`config.mk`:
```
export PLATFORM = sky130hd
export DESIGN_NAME = fc_param_stream
export DESIGN_NICKNAME = d
export VERILOG_FILES = /design/src/rtl/fc_param_stream.sv
export SDC_FILE = /design/constraint.sdc
export NUM_CORES = 2
export LEC_CHECK = 0
export ABC_AREA = 1
export ABC_CLOCK_PERIOD_IN_PS = 15900
export CELL_PAD_IN_SITES_DETAIL_PLACEMENT = 0
export CELL_PAD_IN_SITES_GLOBAL_PLACEMENT = 1
export CORE_ASPECT_RATIO = 0.7
export CORE_MARGIN = 1
export CORE_UTILIZATION = 52
export CTS_CLUSTER_DIAMETER = 120
export DETAILED_ROUTE_END_ITERATION = 8
export DONT_BUFFER_PORTS = 1
export GPL_ROUTABILITY_DRIVEN = 1
export PLACE_DENSITY_LB_ADDON = 0.1
export SYNTH_ARGS = -nofsm -noshare
export SYNTH_HDL_FRONTEND = slang
export SYNTH_SLANG_ARGS = --single-unit
```
`constraint.sdc`:
```
create_clock -name clk -period 15.9 [get_ports clk]
set_clock_uncertainty 0.15 [all_clocks]
set_input_delay 4.77 -clock clk [delete_from_list [all_inputs] [get_ports clk]]
set_output_delay 4.77 -clock clk [all_outputs]
set_load 0.05 [all_outputs]
```
`src/rtl/fc_param_stream.sv`:
```
// Streaming fully-connected layer: loads an N-element x vector, computes M dot
// products against a resident weight memory, P rows at a time, and streams results.
module fc_param_stream #(
  parameter int M    = 10,
  parameter int N    = 8,
  parameter int T    = 16,
  parameter int P    = 2,
  parameter int RELU = 0
) (
  input  logic                         clk,
  input  logic                         reset,
  input  logic                         input_valid,
  output logic                         input_ready,
  input  logic signed [T-1:0]          input_data,
  output logic                         output_valid,
  input  logic                         output_ready,
  output logic signed [T-1:0]          output_data,
  input  logic                         w_wr_en,
  input  logic [$clog2(M*N)-1:0]       w_addr,
  input  logic signed [T-1:0]          w_data
);

  localparam int ADDRW = $clog2(M*N);
  localparam int AW    = 2*T + $clog2(N);
  localparam int G     = M / P;
  localparam int KW    = (N > 1) ? $clog2(N) : 1;
  localparam int CW    = $clog2(N + 2);
  localparam int GW    = (G > 1) ? $clog2(G) : 1;
  localparam int DW    = (P > 1) ? $clog2(P) : 1;

  localparam logic signed [AW-1:0] MAXV = {{(AW-T+1){1'b0}}, {(T-1){1'b1}}};
  localparam logic signed [AW-1:0] MINV = {{(AW-T+1){1'b1}}, {(T-1){1'b0}}};

  if (M % P != 0) begin : g_bad_p
    $error("fc_param_stream: M must be a multiple of P");
  end

  typedef enum logic [1:0] {LOAD_X, COMPUTE, DRAIN} state_t;

  state_t state, state_nx;

  logic [KW-1:0]        k;
  logic [CW-1:0]        c;
  logic [GW-1:0]        g;
  logic [DW-1:0]        d;

  logic signed [T-1:0]  wmem  [M*N];
  logic signed [T-1:0]  xmem  [N];
  logic signed [T-1:0]  rdata [P];
  logic signed [AW-1:0] acc   [P];
  logic signed [AW-1:0] prod  [P];
  logic signed [T-1:0]  obuf  [P];
  logic [ADDRW-1:0]     raddr [P];

  logic          in_hs, out_hs, last_x, last_out, last_grp, mac_en, mac_done;
  logic [CW-1:0] jr;
  logic [KW-1:0] xi;
  logic signed [T-1:0] xcur;

  function automatic logic signed [T-1:0] sat(input logic signed [AW-1:0] a);
    logic signed [T-1:0] r;
    if (a > MAXV)      r = MAXV[T-1:0];
    else if (a < MINV) r = MINV[T-1:0];
    else               r = a[T-1:0];
    if (RELU != 0 && r < 0) r = '0;
    return r;
  endfunction

  assign in_hs    = input_valid && input_ready;
  assign out_hs   = output_valid && output_ready;
  assign last_x   = in_hs && (k == KW'(N-1));
  assign last_out = out_hs && (d == DW'(P-1));
  assign last_grp = (g == GW'(G-1));
  // c=0 issues the first read; c=1..N accumulate; c=N+1 latches the results
  assign mac_en   = (state == COMPUTE) && (c != '0) && (c <= CW'(N));
  assign mac_done = (state == COMPUTE) && (c == CW'(N+1));
  assign jr       = (c < CW'(N)) ? c : '0;
  assign xi       = KW'(c - CW'(1));
  assign xcur     = mac_en ? xmem[xi] : '0;

  always_comb begin
    for (int unsigned l = 0; l < P; l++) begin
      raddr[l] = ADDRW'((int'(g) * P + l) * N + int'(jr));
      prod[l]  = rdata[l] * xcur;
    end
  end

  always_ff @(posedge clk or negedge reset) begin
    if (!reset) state <= LOAD_X;
    else        state <= state_nx;
  end

  always_comb begin
    state_nx     = state;
    input_ready  = 1'b0;
    output_valid = 1'b0;
    output_data  = '0;
    case (state)
      LOAD_X: begin
        input_ready = 1'b1;
        if (last_x) state_nx = COMPUTE;
      end
      COMPUTE: begin
        if (mac_done) state_nx = DRAIN;
      end
      DRAIN: begin
        output_valid = 1'b1;
        output_data  = obuf[d];
        if (last_out) state_nx = last_grp ? LOAD_X : COMPUTE;
      end
      default: state_nx = LOAD_X;
    endcase
  end

  always_ff @(posedge clk or negedge reset) begin
    if (!reset) begin
      k <= '0;
      c <= '0;
      g <= '0;
      d <= '0;
      for (int unsigned l = 0; l < P; l++) begin
        acc[l]  <= '0;
        obuf[l] <= '0;
      end
    end else begin
      case (state)
        LOAD_X: begin
          c <= '0;
          if (in_hs) k <= last_x ? '0 : k + 1'b1;
        end
        COMPUTE: begin
          c <= mac_done ? '0 : c + 1'b1;
          for (int unsigned l = 0; l < P; l++) begin
            if (c == '0)  acc[l] <= '0;
            else if (mac_en) acc[l] <= acc[l] + prod[l];
            if (mac_done) obuf[l] <= sat(acc[l]);
          end
          if (mac_done) d <= '0;
        end
        DRAIN: begin
          if (out_hs) begin
            if (last_out) begin
              d <= '0;
              g <= last_grp ? '0 : g + 1'b1;
            end else begin
              d <= d + 1'b1;
            end
          end
        end
        default: ;
      endcase
    end
  end

  // Storage without reset: weights persist across reset, x is always rewritten before use
  always_ff @(posedge clk) begin
    if (w_wr_en && state == LOAD_X) wmem[w_addr] <= w_data;
    if (in_hs) xmem[k] <= input_data;
    for (int unsigned l = 0; l < P; l++) rdata[l] <= wmem[raddr[l]];
  end

endmodule

```
# Word level (Yosys, flattened, before mapping)
# Memories as Yosys holds them, arrays and structs flattened.
# Index checks and enable logic that the tools add are counted.
[op_classes]
add_sub_neg = 10
multipliers = 2
n_lt_le_gt_ge = 7
eq_ne = 9
n_mux = 33
n_bitwise = 1
n_reduce_logical = 20
[ops]
columns = ["operator", "count"]
rows = [
  ["16-bit 2-to-1 mux", 9],
  ["35-bit 2-to-1 mux", 4],
  ["35-bit by 32-bit adder with 35-bit output", 2],
  ["35-bit by 16-bit > comparator with 1-bit output (second input constant)", 2],
  ["35-bit by 16-bit < comparator with 1-bit output (second input constant)", 2],
  ["16-bit by 16-bit multiplier with 32-bit output", 2],
  ["7-bit by 4-bit adder with 7-bit output", 2],
  ["1-bit 2-to-1 mux", 10],
  ["3-bit AND reduction", 3],
  ["4-bit by 1-bit adder with 4-bit output (second input constant)", 2],
  ["1-bit logical AND", 8],
  ["4-bit 2-to-1 mux", 2],
  ["2-bit != test (second input constant)", 4],
  ["4-bit one-hot mux with 2 select lines", 1],
  ["3-bit by 1-bit adder with 3-bit output (second input constant)", 2],
  ["3-bit equality test (second input constant)", 2],
  ["2-bit 2-to-1 mux", 3],
  ["3-bit 2-to-1 mux", 2],
  ["2-bit one-hot mux with 3 select lines", 1],
  ["2-bit AND reduction", 3],
  ["2-bit nonzero test", 3],
  ["4-bit equality test (second input constant)", 1],
  ["4-bit less-or-equal comparator (second input constant)", 1],
  ["4-bit zero test", 1],
  ["other kinds (10)", 10],
]
[word_totals]
register_bits = 115
mem_bits_rw = 1440
out_inout_bits = 18
wordCells = 94
n_memories = 3
[memory_table]
columns = ["name", "depth", "width", "rd", "rd_clocked_by_memory_dff", "wr", "line", "source"]
rows = [
  ["wmem", 80, 16, 2, 0, 1, "47", "logic signed [T-1:0] wmem [M*N];"],
  ["xmem", 8, 16, 1, 0, 1, "48", "logic signed [T-1:0] xmem [N];"],
  ["rdata", 2, 16, 2, 0, 2, "49", "logic signed [T-1:0] rdata [P];"],
]

# Logic depth before layout (Yosys ltp)
[depth]
depth_word = 8
ltp_mapped = 39
mapped_depth_nobuf = 34

# Worst setup path after synthesis
# Ideal clock, no wire load.
[synth_timing]
path_type = "flip-flop to flip-flop"
start = "register c[0]"
end = "register acc[33] (netlist bit)"
setup_time_ns = 0.117
t_arrival_ns = 7.136
required_time_ns = 15.633
setup_slack_ns = 8.496
path_stages_with_launch = 34
period_less_slack_ns = 7.404
path_cell_list = "dfrtp_1 -> buf_6 -> inv_2 -> buf_6 -> buf_2 -> ha_1 -> inv_1 -> clkbuf_1 -> o21ai_0 -> o221ai_1 -> nand3_1 -> buf_2 -> nor2_2 -> inv_2 -> fa_1 -> inv_1 -> fa_1 -> fa_1 -> inv_1 -> fa_1 -> inv_1 -> fa_1 -> inv_1 -> fa_1 -> inv_1 -> ha_1 -> a21oi_1 -> o21ai_0 -> a21oi_1 -> o21ai_0 -> a21oi_1 -> nand3_1 -> nand3_1 -> nand2_1"
[synth_via]
elab_chain_cells = 8
[synth_rtl]
columns = ["element", "line", "source"]
rows = [
  ["start, declared", "43", "logic [CW-1:0] c;"],
  ["start signal, assigned", "132", "c <= mac_done ? '0 : c + 1'b1;"],
  ["parallel branches: the longest is 8 deep, another holds 35-bit by 32-bit adder with 35-bit output", "n/a", ""],
  ["end signal, assigned by index", "135", "else if (mac_en) acc[l] <= acc[l] + prod[l];"],
  ["end, declared", "50", "logic signed [AW-1:0] acc [P];"],
]
# Several ways; the timed one is not identified. The select of a mux whose other input is x is not followed.
# A chain may end at the register's enable or synchronous reset.

# Worst setup path in the final report
[layout_timing]
start = "register c[0]"
end = "register acc[67] (netlist bit)"
# Same word-level chain as after synthesis.

==> metrics.cfg <==
[outcome]
run_status = finished clean

[hold_path]
hold_class = reg -> reg
worst_hold_path.num_cells = 2
min_from = obuf[15]$_DFFE_PN0P_
whs_endpoint = obuf[15]$_DFFE_PN0P_

[timing]
finalCriticalPeriod_ns = 9.646
drv_slew = 0
setup_viol = 0
maxClockFrequency_mhz = 103.7
fin_setup_tns_ns = 0
total_count_of_hold_check_failures_in_the_final_report = 0
rsz0062_at_grt = false
relSlewSlack_pct = 20.96
post_route_clock_period_utilization_pct = 60.67
tightest_slew_ns = 1.184

[setup_path]
critical_path.startpoint_type = flop
critical_path_peak_fanout = 33
critical-path-slowest-cell = inv_1
required_ns = 16.45
crit_type = reg -> reg
r2r.worst_path.cells = 29
crit_startpoint = c[0]$_DFFE_PN0P_
reg2reg_setup_slack_ns = 6.25
slowest_delay_ns = 0.84
critPathCaptureType = flop
critical_path.reg2reg.startpoint = c[0]$_DFFE_PN0P_
cp.arrival_ns = 10.20
r2r_end = acc[67]$_DFFE_PN0P_

[floorplanning]
chip_width_um = 486.9
number_of_placed_i_o_pins = 62
die-area_um2 = 166300
floorplan.die.height_um = 341.4
coreArea_um2 = 163400
initial_utilization_pct = 52.39
row_count = 124

[logic_synthesis]
synth_top_cell_by_area = edfxtp_1
synth.area.top_cells = edfxtp_1, fa_1, o211ai_1
ys_seq_area_share_pct = 53.51
ys_async_sr_fraction_pct = 7.395
synthesis.area_per_instance_um2 = 11.57
synth_top_flop_cell = edfxtp_1
ys_ff_latch = 1555
post_synth_num_cell_types = 46
synth.yosys.warnings = 0
syn_area_um2 = 85590
postSynthCellCount = 7396
synth_nets = 8275
synthDominantCellAreaShare_pct = 49.40
synth_enable_flop_cells = 1408

[global_routing]
maximum_number_of_pins_on_one_net_before_global_route_repair = 190
first_global_vias = 55360
gr-total-overflow = 0
grt_antenna_before_repair = 3
first_pass_grt_wire_length_um = 358300
grt_util_all_layers_pct = 28.91

[place]
place_congestion = 0.9313
port-buffer-count = 0
dpl.hpwl_um = 153000

[clocking]
tritoncts_clock_tree = built
cts_setup_buffers = 0
holdBufCountCts = 0
cts_inserted_buffers = 153
tritoncts_num_sinks = 1555
cts-htree-levels = 4
max-clock-path-buffers = 3
clk_latency_ns = 0.79
worst_setup_hold_path_clk_slew_ns = 0.06
cts_root_buffer = clkbuf_16
post_cts_repair_resize_count = 0

[layout]
fillers = 13620
final_layout_size_suffix_gt1_share_pct = 10.66
layout.cells.most_common = edfxtp_1
area.growth.synth_to_final_pct = 8.375
final_cell_mix = edfxtp_1, inv_1, nand2_1
count_of_nets_after_finishing = 8181

[routing]
via_per_inst = 5.805
drt_wl_total_um = 237200
drt_drc_violations_left = 0
drtIter0Drc = 5841
dr_total_vias = 55890
route.antenna.remaining_nets = 0
routed_wire_length_per_instance_um = 24.64
drt-pass1-iter-count = 8

[job]
max-cap-violations = 0

worst max-delay path: cells and delay by family, from the launching register on:
kind	cells	cell delay, ns
AND/OR/NAND/NOR	9	2.03
AO/OA/AOI/OAI	3	0.81
buffers and inverters	9	2.11
flip-flops	1	0.67
adder cells (fa/ha/maj)	8	3.77
cells in the mapped netlist, types with 25 or more instances:
library cell,n
nand2_1,799
clkbuf_1,248
buf_1,42
o221ai_1,62
inv_1,896
nand3_1,322
or2_2,379
o21ai_0,319
buf_4,25
nand4_1,27
dfxtp_1,32
buf_2,71
edfxtp_1,1408
a21oi_1,128
fa_1,620
nor2_1,700
o22ai_1,36
o211ai_1,681
ha_1,215
dfrtp_1,115
or2_1,103
sequential cells by signal, indices dropped and copies added (netlist names):
| name | flops |
|---|---|
| g | 3 |
| xmem | 128 |
| acc | 70 |
| state | 2 |
| k | 3 |
| wmem | 1280 |
| d | 1 |
| obuf | 32 |
| c | 4 |
| rdata | 32 |
cell families after synthesis:
kind of cell,after synthesis,synth area share [%]
adders and majority gates,835,17.64
buffers and inverters,1325,6.096
DFF,1555,53.51
xor gates and xnor gates,19,0.2032
and+or+nand+nor,2383,12.61
AOI/OAI and AO/OA,1279,9.933
routing by layer:
layer / vias to the layer above / track usage (%) / wire [um]
met1: 28430 / 45.81 / 112700
met3: 239 / 5.647 / 20130
li1: 25180 / - / -
met5: - / 0 / 0
met4: 0 / 5.761 / 3863
met2: 2033 / 41.24 / 100500
worst max-delay path by stage:
stage	endpoint	slack (ns)
2_1_floorplan	acc[33]$_DFFE_PN0P_	8.50
3_3_place_gp	acc[67]$_DFFE_PN0P_	6.59
3_5_place_dp	acc[67]$_DFFE_PN0P_	6.62
4_1_cts	acc[67]$_DFFE_PN0P_	6.39
5_1_grt	acc[67]$_DFFE_PN0P_	5.78
6_report	acc[67]$_DFFE_PN0P_	6.25
metrics by stage:
step | instance area [um2] | hold WS, ns | std cells | setup WS, ns | util (%)
after global routing | 92750 | 0.4121 | 9626 | 5.777 | 56.77
after detailed placement | 87840 | 0.3574 | 9351 | 6.621 | 53.77
after CTS | 92740 | 0.3710 | 9625 | 6.385 | 56.77
after global placement | 87840 | 0.3356 | 9351 | 6.593 | 53.77
final | 92760 | 0.3698 | 9628 | 6.254 | 56.78
after floorplan | 85590 | 0.3034 | 7396 | 8.496 | -
final cells by class:
class / count / area [um2] / share of cell area [%]
Clock inverter: 88 / 869.6 / 0.9375
Multi-Input combinational cell: 4516 / 34640 / 37.34
Tap cell: 2205 / 2759 / 2.974
Inverter: 930 / 3506 / 3.780
Timing Repair Buffer: 146 / 1154 / 1.244
Antenna cell: 2 / 5.005 / 0.005395
Clock buffer: 186 / 4026 / 4.341
Sequential cell: 1555 / 45800 / 49.38
Power is left out: the tool's default activity adds up to more than one toggle a clock period on the data nets, which glitch-free logic cannot reach.
